`config.mk`:
```
export PLATFORM = sky130hd
export DESIGN_NAME = mm_reg_bridge
export DESIGN_NICKNAME = d
export VERILOG_FILES = /design/src/rtl/mm_reg_bridge_pkg.sv /design/src/rtl/mm_bus_watchdog.sv /design/src/rtl/mm_reg_bridge.sv
export SDC_FILE = /design/constraint.sdc
export NUM_CORES = 1
export LEC_CHECK = 0
export CORE_UTILIZATION = 42
export DETAILED_ROUTE_END_ITERATION = 16
export HOLD_SLACK_MARGIN = 0.03
export PLACE_DENSITY = 0.87
export SKIP_CTS_REPAIR_TIMING = 1
export SYNTH_ARGS = -nofsm -noshare
export SYNTH_HDL_FRONTEND = slang
export SYNTH_SLANG_ARGS = --single-unit
```
`constraint.sdc`:
```
create_clock -name clk -period 4.1 [get_ports clk]
set_input_delay 1.025 -clock clk [delete_from_list [all_inputs] [get_ports clk]]
set_output_delay 1.025 -clock clk [all_outputs]
set_load 0.01 [all_outputs]
```
`src/rtl/mm_reg_bridge_pkg.sv`:
```
// Shared types and constants for the MM register bridge.
package mm_reg_bridge_pkg;

  typedef enum logic [2:0] {
    StIdle,
    StRdIssue,
    StWrIssue,
    StRdWait,
    StWrWait,
    StResp
  } mm_bridge_state_t;

  localparam logic [31:0] MM_BASE_DEFAULT  = 32'h8000_0000;
  localparam int unsigned MM_TIMEOUT_CNT_W = $clog2(256);

endpackage

```
`src/rtl/mm_bus_watchdog.sv`:
```
// Ack-wait cycle counter for the register bridge; asserts o_expired on the last allowed
// wait cycle when no ack is present. Only used when MM_BRIDGE_TIMEOUT_EN is defined.
module mm_bus_watchdog
  import mm_reg_bridge_pkg::*;
#(
  parameter int unsigned TIMEOUT_CYCLES = 15
) (
  input  logic clk,
  input  logic reset_n,
  input  logic i_start,
  input  logic i_clear,
  input  logic i_ack,
  output logic o_expired
);

  localparam logic [MM_TIMEOUT_CNT_W-1:0] LastCount = MM_TIMEOUT_CNT_W'(TIMEOUT_CYCLES - 1);

  logic [MM_TIMEOUT_CNT_W-1:0] r_count;

  always_ff @(posedge clk or negedge reset_n) begin
    if (!reset_n) begin
      r_count <= '0;
    end else if (i_clear) begin
      r_count <= '0;
    end else if (i_start) begin
      r_count <= r_count + 1'b1;
    end
  end

  // An ack in the expiry cycle takes priority, so it masks expiry here.
  assign o_expired = i_start && !i_ack && (r_count == LastCount);

endmodule

```
`src/rtl/mm_reg_bridge.sv`:
```
// CPU load/store to two-channel Wishbone register-bus bridge with window decode.
// Optional ack timeout is built when MM_BRIDGE_TIMEOUT_EN is defined.
module mm_reg_bridge
  import mm_reg_bridge_pkg::*;
#(
  parameter int unsigned MM_REG_ADDR_BITS = 8,
  parameter int unsigned ADDR_BITS        = MM_REG_ADDR_BITS,
  parameter logic [31:0] MM_BASE          = MM_BASE_DEFAULT,
  parameter int unsigned TIMEOUT_CYCLES   = 15
) (
  input  logic                 clk,
  input  logic                 reset_n,
  input  logic                 sync_reset,
  input  logic                 mem_req,
  input  logic                 mem_we,
  input  logic [31:0]          mem_addr,
  input  logic [3:0]           mem_byte_en,
  input  logic [31:0]          mem_wdata,
  output logic                 req_ready,
  output logic                 mem_ready,
  output logic [31:0]          mem_rdata,
  output logic                 mem_error,
  output logic                 WB_RD_STB_O,
  output logic [ADDR_BITS-1:0] WB_RD_ADR_O,
  input  logic [31:0]          WB_RD_DAT_I,
  input  logic                 WB_RD_ACK_I,
  output logic                 WB_WR_STB_O,
  output logic                 WB_WR_WE_O,
  output logic [3:0]           WB_WR_SEL_O,
  output logic [ADDR_BITS-1:0] WB_WR_ADR_O,
  output logic [31:0]          WB_WR_DAT_O,
  input  logic                 WB_WR_ACK_I
);

  if (TIMEOUT_CYCLES == 0 || TIMEOUT_CYCLES > 255) begin : g_bad_timeout
    $error("TIMEOUT_CYCLES must be in 1..255");
  end

  mm_bridge_state_t     r_state, w_state_d;
  logic                 w_hit, w_ack, w_expired, w_unused_addr_lsb;
  logic                 r_req_ready, r_mem_ready, r_mem_error, r_rd_stb, r_wr_stb;
  logic [31:0]          r_mem_rdata, r_wdata;
  logic [ADDR_BITS-1:0] r_adr;
  logic [3:0]           r_sel;
  logic                 w_mem_ready_d, w_mem_error_d, w_rd_stb_d, w_wr_stb_d;
  logic [31:0]          w_mem_rdata_d, w_wdata_d;
  logic [ADDR_BITS-1:0] w_adr_d;
  logic [3:0]           w_sel_d;

  assign w_hit = (mem_addr[31:ADDR_BITS+2] == MM_BASE[31:ADDR_BITS+2]);
  assign w_ack = ((r_state == StRdWait) && WB_RD_ACK_I) || ((r_state == StWrWait) && WB_WR_ACK_I);
  assign w_unused_addr_lsb = ^mem_addr[1:0];

`ifdef MM_BRIDGE_TIMEOUT_EN
  logic w_in_wait;
  assign w_in_wait = (r_state == StRdWait) || (r_state == StWrWait);

  mm_bus_watchdog #(
    .TIMEOUT_CYCLES(TIMEOUT_CYCLES)
  ) u_watchdog (
    .clk      (clk),
    .reset_n  (reset_n),
    .i_start  (w_in_wait),
    .i_clear  (sync_reset || !w_in_wait),
    .i_ack    (w_ack),
    .o_expired(w_expired)
  );
`else
  assign w_expired = 1'b0;
`endif

  always_ff @(posedge clk or negedge reset_n) begin
    if (!reset_n) begin
      r_state <= StIdle;
    end else begin
      r_state <= w_state_d;
    end
  end

  always_comb begin
    w_state_d = r_state;
    case (r_state)
      StIdle: begin
        if (mem_req) begin
          w_state_d = !w_hit ? StResp : (mem_we ? StWrIssue : StRdIssue);
        end
      end
      StRdIssue: w_state_d = StRdWait;
      StWrIssue: w_state_d = StWrWait;
      StRdWait,
      StWrWait: begin
        if (w_ack || w_expired) w_state_d = StResp;
      end
      StResp:   w_state_d = StIdle;
      default:  w_state_d = StIdle;
    endcase
    if (sync_reset) w_state_d = StIdle;
  end

  // Next values of the registered outputs, derived from the upcoming state.
  always_comb begin
    w_rd_stb_d    = (w_state_d == StRdIssue);
    w_wr_stb_d    = (w_state_d == StWrIssue);
    w_mem_ready_d = (w_state_d == StResp);
    w_mem_error_d = w_mem_ready_d && !w_ack;
    w_mem_rdata_d = (w_mem_ready_d && w_ack && (r_state == StRdWait)) ? WB_RD_DAT_I : '0;
    w_adr_d       = r_adr;
    w_sel_d       = r_sel;
    w_wdata_d     = r_wdata;
    if (w_rd_stb_d || w_wr_stb_d) begin
      w_adr_d   = mem_addr[ADDR_BITS+1:2];
      w_sel_d   = mem_byte_en;
      w_wdata_d = mem_wdata;
    end
    if (sync_reset) begin
      w_adr_d   = '0;
      w_sel_d   = '0;
      w_wdata_d = '0;
    end
  end

  always_ff @(posedge clk or negedge reset_n) begin
    if (!reset_n) begin
      r_req_ready <= 1'b1;
      r_mem_ready <= 1'b0;
      r_mem_error <= 1'b0;
      r_mem_rdata <= '0;
      r_rd_stb    <= 1'b0;
      r_wr_stb    <= 1'b0;
      r_adr       <= '0;
      r_sel       <= '0;
      r_wdata     <= '0;
    end else begin
      r_req_ready <= (w_state_d == StIdle);
      r_mem_ready <= w_mem_ready_d;
      r_mem_error <= w_mem_error_d;
      r_mem_rdata <= w_mem_rdata_d;
      r_rd_stb    <= w_rd_stb_d;
      r_wr_stb    <= w_wr_stb_d;
      r_adr       <= w_adr_d;
      r_sel       <= w_sel_d;
      r_wdata     <= w_wdata_d;
    end
  end

  assign req_ready   = r_req_ready;
  assign mem_ready   = r_mem_ready;
  assign mem_rdata   = r_mem_rdata;
  assign mem_error   = r_mem_error;
  assign WB_RD_STB_O = r_rd_stb;
  assign WB_RD_ADR_O = r_adr;
  assign WB_WR_STB_O = r_wr_stb;
  assign WB_WR_WE_O  = r_wr_stb;
  assign WB_WR_SEL_O = r_sel;
  assign WB_WR_ADR_O = r_adr;
  assign WB_WR_DAT_O = r_wdata;

endmodule

```
Word-level counts from Yosys, hierarchy flattened. Index checks and enable logic that the tools add are counted. Widths: inputs -> output; s select.

Mux-type cells: 13. Reduce and logical (&&, ||, !) cells: 12. Eq/ne operators: 8.

Operators with widths (count): $mux 32 (3); $eq 22x22->1 const B (1); $mux 8 (2); $mux 3 (4); $pmux 3 s4 (1); $eq 3x2->1 const B (3); $mux 4 (2); $eq 3x1->1 const B (2); $eq 3x3->1 const B (2); $logic_not 3->1 (2); $logic_and 1x1->1 (5); $logic_or 1x1->1 (2); $mux 2 (1); $reduce_bool 2->1 (1); $reduce_or 2->1 (1); $logic_not 1->1 (1).

Logic and storage cells: 43. Output and inout bits: 90. Input port bits: 107. Register bits: 84.

Depth between registers and ports, before layout. Gate-level depths: netlist (run 1).

Depth after elaboration: 10. Mapped depth: 8. Depth with buffers taken out: 6.

Least setup slack after synthesis (run 1). Ideal clock, no wire load.

Path type: input to register. Start point: input mem_addr[14]. End point: register r_wdata[21] (netlist: WB_WR_DAT_O[21]). Library setup time: 0.136 ns. Arrival: 2.496 ns. Buffers on the path: 2. Path slack: 1.467 ns. Stages on the path: 7. Path through: nor4_2 nand3_2 or4_1 buf_6 buf_6 o21ai_1 a21oi_1.

Cells in the longest elaborated chain, start to end: 8.

Ends and longest elaborated chain: from (decl) (RTL line mm_reg_bridge.sv:16) `input logic [31:0] mem_addr,`; $eq 22x22->1 * (RTL line mm_reg_bridge.sv:50) `assign w_hit = (mem_addr[31:ADDR_BITS+2] == MM_BASE[31:ADDR_BITS+2]);`; $mux 3 * (RTL line mm_reg_bridge.sv:85) `w_state_d = !w_hit ? StResp : (mem_we ? StWrIssue : StRdIssue);`; $mux 3 * (RTL line mm_reg_bridge.sv:84) `if (mem_req) begin`; $pmux 3 s4 * (RTL line mm_reg_bridge.sv:82) `case (r_state)`; $mux 3 * (RTL line mm_reg_bridge.sv:97) `if (sync_reset) w_state_d = StIdle;`; $eq 3x1->1 / $eq 3x2->1 (equally long branches) (RTL line mm_reg_bridge.sv:102, mm_reg_bridge.sv:103); $logic_or 1x1->1 * (RTL line mm_reg_bridge.sv:110) `if (w_rd_stb_d || w_wr_stb_d) begin`; $reduce_bool 2->1 (no line) *; to (signal assigned) (RTL line mm_reg_bridge.sv:142) `r_wdata <= w_wdata_d;`; to (decl) (RTL line mm_reg_bridge.sv:42) `logic [31:0] r_mem_rdata, r_wdata;`.

Mark *: on every way between the ends. The rest lies on a longest branch, timed or not. A chain may end at the register's enable or synchronous reset.

Worst setup path after layout (run 1).
Start point: input mem_req. End point: register r_wdata[30] (netlist: WB_WR_DAT_O[30]).

Cells in the longest elaborated chain, start to end: 6.

Ends and longest elaborated chain: from (decl) (RTL line mm_reg_bridge.sv:14) `input logic mem_req,`; $mux 3 * (RTL line mm_reg_bridge.sv:84); $pmux 3 s4 * (RTL line mm_reg_bridge.sv:82); $mux 3 * (RTL line mm_reg_bridge.sv:97); $eq 3x1->1 / $eq 3x2->1 (equally long branches) (RTL line mm_reg_bridge.sv:102, mm_reg_bridge.sv:103); $logic_or 1x1->1 * (RTL line mm_reg_bridge.sv:110); $reduce_bool 2->1 (no line) *.

Marked as above.

==> results of run 1 <==
[stage by stage]
step                      power (mW)  util, %
after floorplan                0.973        -
after global placement          1.13     66.5
after detailed placement        1.13     66.5
after CTS                       1.78     69.2
after global routing            1.84     69.2
final                           1.76     69.2
[metal layers]
| metal | up-vias | GRT usage, % |
|---|---|---|
| met1 | 1550 | 26.2 |
| met4 | 0 | 8.97 |
| li1 | 1505 | - |
| met5 | - | 0 |
| met3 | 19 | 8.70 |
| met2 | 176 | 40.4 |
[layout make-up]
cell class	count	area share (%)
clock buffers	12	2.57
clock inverters	4	1.31
inverters	2	0.133
multi-input cells	210	21.2
flip-flops and latches	84	37.2
well taps	105	2.32
repair buffers	202	35.3
[cell usage after synthesis, drive strengths merged]
cell type,number
dfrtp,83
a21oi,47
o21ai,47
nand3,45
and2,33
buf,25
clkbuf,10
nor2,9
nand2,6
nor4,6
nand2b,3
inv,2
or4,2
a2111oi,1
a211o,1
a21o,1
a221oi,1
a41o,1
dfstp,1
nand4b,1
nand4bb,1
nor3,1
nor4b,1
o21a,1
o311a,1
or2,1
[worst max-delay path, cell delays in order]
cell and delay [ns]:
clkdlybuf4s50_1 0.50, nand2_1 0.12, a2111oi_0 0.71, nor2_1 0.22, o21ai_4 0.10, buf_4 0.40
nand3_1 0.15, a21oi_1 0.15
[path summary, 6_finish.rpt]
kind,from,end,cells past startpoint
max in group asynchronous,reset_n,WB_RD_ADR_O[2]$_DFFE_PN0P_,1
setup reg to reg,r_state[1]$_DFF_PN0_,WB_WR_DAT_O[30]$_DFFE_PN0P_,6
min in group asynchronous,reset_n,mem_rdata[26]$_DFF_PN0_,1
hold reg to reg,WB_WR_SEL_O[3]$_DFFE_PN0P_,WB_WR_SEL_O[3]$_DFFE_PN0P_,2
hold / removal,WB_WR_SEL_O[3]$_DFFE_PN0P_,WB_WR_SEL_O[3]$_DFFE_PN0P_,2
setup / recovery,mem_req,WB_WR_DAT_O[30]$_DFFE_PN0P_,8
[power by group]
part | internal (mW) | total (mW) | leakage (nW) | switching [mW]
Clock | 0.361 | 0.643 | 0.111 | 0.283
Sequential | 0.841 | 0.850 | 1.17 | 0.00959
Combinational | 0.131 | 0.268 | 1.05 | 0.138
Total | 1.33 | 1.76 | 2.33 | 0.430
[cell usage in the layout, fill, tap and decap left out]
master	n
a211o_1	1
o21ai_4	1
dfrtp_1	83
nor4_2	2
clkdlybuf4s50_1	192
buf_2	1
o21a_2	1
a2111oi_0	1
nor4_4	2
o21ai_2	1
nand4bb_1	1
nand2_1	6
o311a_1	1
nor2_1	9
a21oi_1	47
dfstp_2	1
or4_4	1
a221oi_1	1
a21o_1	1
or4_1	1
nand3_2	1
nand2b_1	3
o21ai_1	39
and2_1	33
a41o_1	1
clkinv_4	1
clkinv_2	1
nand3_1	44
clkbuf_1	2
buf_4	9
nor4_1	2
nor3_1	1
nor4b_1	1
bufinv_16	2
or2_2	1
inv_1	2
o21ai_0	6
nand4b_1	1
clkbuf_8	10
[cell families (layout without fill, tap and decap cells)]
logic type             count (synthesis)  after routing
buffers and inverters                 37            220
DFF                                   84             84
AOI/OAI and AO/OA                    101            101
and+or+nand+nor                      109            109
[flip-flops by register name, summed over array words and instances (netlist names)]
name / flops
WB_RD_ADR_O: 8
WB_WR_STB_O: 1
WB_WR_SEL_O: 4
mem_error: 1
WB_WR_DAT_O: 32
r_state: 3
req_ready: 1
WB_RD_STB_O: 1
mem_rdata: 32
mem_ready: 1
==> flow_summary.toml, run 1 <==
[status]
status = "finished clean"

[logic_synthesis]
synth_top_family_by_area = "simple AND/OR/NAND/NOR gates"
synth-simple-area-share_pct = 18.5
yosys.area_share.xor_xnor_pct = 0
syn_avg_cell_area_sq_um = 10.6
postSynthNetCount = 438
synth_top_area_share_pct = 58.9
synth_compound_area_share_pct = 15.3
seq_area_frac_synth_pct = 59.7
synth-adder-area-share_pct = 0
synth_cell_type_count = 34
synth_seq_cells = 84
synth_cells = 331
syn-cell-area_sq_um = 3520
yosys.area.top_type = "dfrtp_1"
ys_top_cells_by_area = "dfrtp_1 59%, a21oi_1 6.7%, nand3_1 6.3%"
ys.warnings.count = 0
synthMuxAreaShare_pct = 0

[die]
die_h_um = 93.6
ios = 197
die_area_sq_um = 8760
start_util_pct = 43.1
die_w_um = 93.6
rows = 33
core-area_sq_um = 8180

[global_routing]
grt.total_usage_pct = 23.4
antenna_found_initial = 0
grt_pass1_wl_mm = 15.6
grt_max_degree = 85
grt_pass1_vias = 3318
grt_overflow_total = 0

[placement]
placed_cell_area_sq_um = 5440
io_buffers = 194
dp_cells = 603
gp_congestion = 0.772
dp_hpwl_mm = 7.19
pre_cts_ws_ns = 0.630

[drt]
totalWireLength_mm = 10.1
highest_layer = "met4"
wl_per_cell_um = 16.3
wl_met2_mm = 5.05
wl_met1_mm = 3.79
ant_nets = 0
detail_route.vias_per_cell = 5.25
first_pass_iters = 4
drc = 0
drt_iter0_drc = 143
vias = 3250
dr_wl_met3_mm = 1.06

[clock_tree]
numCtsBuffers = 9
clock_sinks = 84
h-tree-depth = 3
root_buffer = "clkbuf_8"
clk_pin_slew_worst_paths_ns = 0.07
cts_tree = "yes"
clkLatencyLatePin_ns = 0.35
clockBufferDepth = 2

[finish]
insertedDiodeCount = 0
fillCellCount = 618
fin_cells = 619
syn_to_final_growth_pct = 60.5
final_nets = 616
finalInstanceArea_sq_um = 5650
drive_gt1_share_pct = 6.81
multi_input_area_sq_um = 1200
ff_latch_area_sq_um = 2100

[critical_path]
cp_max_fo = 44
worstPathRequired_ns = 4.36
worstPathArrival_ns = 3.42
start_kind = "input pin"
path_class = "in -> reg"
endpoint_kind = "register"
reg2reg_slack_ns = 1.72

[sta]
finalWorstSetupSlack_ns = 0.938
rsz0062_at_grt = "no"
slew_violations = 0
fin_crit_ns = 3.16
period_share_pct = 77.1
fin_skew_ns = 0.00953
finalSetupTns_ns = 0
max_freq_mhz = 316
finalSetupViolCount = 0
hold_violations = 0
worst_pin_slew_ns = 1.04
slew_headroom_pct = 30.9
hold_ws_ns = 0.548

[worst_hold_path]
hold_class = "reg -> reg"

[pwr]
ir_worst_vdd_uv = 262
powerDensity_nw_per_um2 = 312
p_leak_nw = 2.33

[run]
drv_cap = 0
Power figures use the tool's default switching activity.
==> inputs of run 2 (changes only) <==
--- a/config.mk
+++ b/config.mk
@@ -5,10 +5,10 @@
 export SDC_FILE = /design/constraint.sdc
 export NUM_CORES = 1
 export LEC_CHECK = 0
-export CORE_UTILIZATION = 42
+export CORE_UTILIZATION = 35
 export DETAILED_ROUTE_END_ITERATION = 16
 export HOLD_SLACK_MARGIN = 0.03
-export PLACE_DENSITY = 0.87
+export PLACE_DENSITY = 0.77
 export SKIP_CTS_REPAIR_TIMING = 1
 export SYNTH_ARGS = -nofsm -noshare
 export SYNTH_HDL_FRONTEND = slang
==> constraint.sdc (replaced) <==
create_clock -name clk -period 2.7 [get_ports clk]
set_input_delay 0.675 -clock clk [delete_from_list [all_inputs] [get_ports clk]]
set_output_delay 0.675 -clock clk [all_outputs]
set_load 0.01 [all_outputs]
==> run 2 against run 1 <==
Sequential share of layout area decreased by 0.87 points. Non-clock buffer count grew 13. Largest cell class is now buffers. Final cell count increased by 6.6%. Critical path type unchanged. Hold slack lost 0.051 ns. Combinational power up 65%. Die area increased by 20%. Highest routed layer unchanged. Total power increased by 45%.
==> flow_summary.toml, run 2 (synthesis results as in run 1) <==
[status]
status = "finished clean"

[placement]
io_buffers = 194
gp_congestion = 0.772
pre_cts_ws_ns = -0.178
dp_hpwl_mm = 7.06

[finish]
layout_commonest_cell = "clkdlybuf4s50_1"
insertedDiodeCount = 0
syn_to_final_growth_pct = 64.3
fillCellCount = 840
mostFrequentLayoutCells = "192 x clkdlybuf4s50_1, 83 x dfrtp_1, 47 x a21oi_1"
drive_gt1_share_pct = 9.68
final_nets = 629
final_util_pct = 59.2

[clock_tree]
root_buffer = "clkbuf_8"
numCtsBuffers = 9
clock_sinks = 84
clockBufferDepth = 2
clkLatencyLatePin_ns = 0.34
clk_pin_slew_worst_paths_ns = 0.10
cts_tree = "yes"
h-tree-depth = 3

[die]
die_w_um = 102
die_h_um = 102
die_area_sq_um = 10500
rows = 36
start_util_pct = 36.0
ios = 197
core-area_sq_um = 9770

[pwr]
ir_worst_vdd_uv = 283
p_leak_nw = 2.38
powerDensity_nw_per_um2 = 443

[drt]
wl_per_cell_um = 14.7
totalWireLength_mm = 9.70
drt_iter0_drc = 128
first_pass_iters = 5
vias = 3184
ant_nets = 0
detail_route.vias_per_cell = 4.82
drc = 0

[sta]
slew_violations = 0
rsz0062_at_grt = "no"
hold_ws_ns = 0.498
finalWorstSetupSlack_ns = 0.178
finalSetupTns_ns = 0
finalSetupViolCount = 0
fin_skew_ns = 0.00801
slew_headroom_pct = 30.7
hold_violations = 0
period_share_pct = 93.4
worst_pin_slew_ns = 1.04
max_freq_mhz = 396
fin_crit_ns = 2.52

[global_routing]
antenna_found_initial = 0
grt.total_usage_pct = 18.0
grt_use_met1_pct = 21.1
grt_overflow_total = 0
top_usage_layer = "met2"
grt_pass1_wl_mm = 14.5
grt_pass1_vias = 2994
met3_usage_pct = 4.92
met2_usage_pct = 32.4
grt_max_degree = 85

[critical_path]
worstPathArrival_ns = 2.74
path_class = "in -> reg"
start_kind = "input pin"
crit_family = "simple AND/OR/NAND/NOR gates"
crit_chain = "clkdlybuf4s50_1 > nor4_2 > nand3_2 > or4_2 > buf_4 > o21ai_1 > a21oi_1"
cpMaxStageDelayCell = "or4_2"
crit_buf_inv = 2
cp_max_fo = 22
cpPeakStageDelay_ns = 0.70
endpoint_kind = "register"
worstPathRequired_ns = 2.92

[run]
drv_cap = 0

[worst_hold_path]
hold_class = "in -> async"
[run 2: worst register-to-register path: cells and delay by family, from the launching register on]
kind	cells	cell delay, ns
buffers and inverters	1	0.24
AO/OA/AOI/OAI	2	0.26
AND/OR/NAND/NOR	2	1.03
flip-flops	1	0.47
[run 2: where the power goes]
group | total [mW] | leakage (nW) | internal (mW) | switching [mW]
Sequential | 1.29 | 1.17 | 1.28 | 0.0143
Combinational | 0.441 | 1.12 | 0.233 | 0.208
Clock | 0.831 | 0.0921 | 0.349 | 0.482
[run 2: through the flow]
step	instances	power (mW)	cell area [sq um]
floorplan	331	1.48	3520
global placement	644	1.75	5610
detailed placement	644	1.76	5610
CTS	660	2.61	5790
global route	660	2.70	5790
finish	660	2.56	5790
[run 2: path summary, 6_finish.rpt]
check                                                start                           to  slack, ns  cells past startpoint
worst max-delay path                          mem_addr[11]  WB_WR_DAT_O[19]$_DFFE_PN0P_       0.18                      7
worst min-delay path                               reset_n      mem_rdata[10]$_DFF_PN0_       0.50                      1
min in group clk                WB_WR_DAT_O[7]$_DFFE_PN0P_   WB_WR_DAT_O[7]$_DFFE_PN0P_       0.55                      2
worst min register to register  WB_WR_DAT_O[7]$_DFFE_PN0P_   WB_WR_DAT_O[7]$_DFFE_PN0P_       0.55                      2
max in group asynchronous                          reset_n   WB_WR_DAT_O[9]$_DFFE_PN0P_       1.53                      1
worst max register to register        r_state[2]$_DFF_PN0_  WB_WR_DAT_O[19]$_DFFE_PN0P_       0.57                      5
[run 2: layer usage]
metal	wire, um	vias to the layer above
met5	0	-
met4	80	0
met3	577	8
met2	5140	118
met1	3900	1522
li1	-	1536
[run 2: cell type report]
cell class	instances	area (sq um)	share of cell area, %
Inverter	2	7.51	0.130
Timing Repair Buffer	215	2130	36.8
Clock inverter	7	58.8	1.02
Multi-Input combinational cell	210	1200	20.7
Clock buffer	9	124	2.14
Tap cell	133	166	2.87
Sequential cell	84	2100	36.3
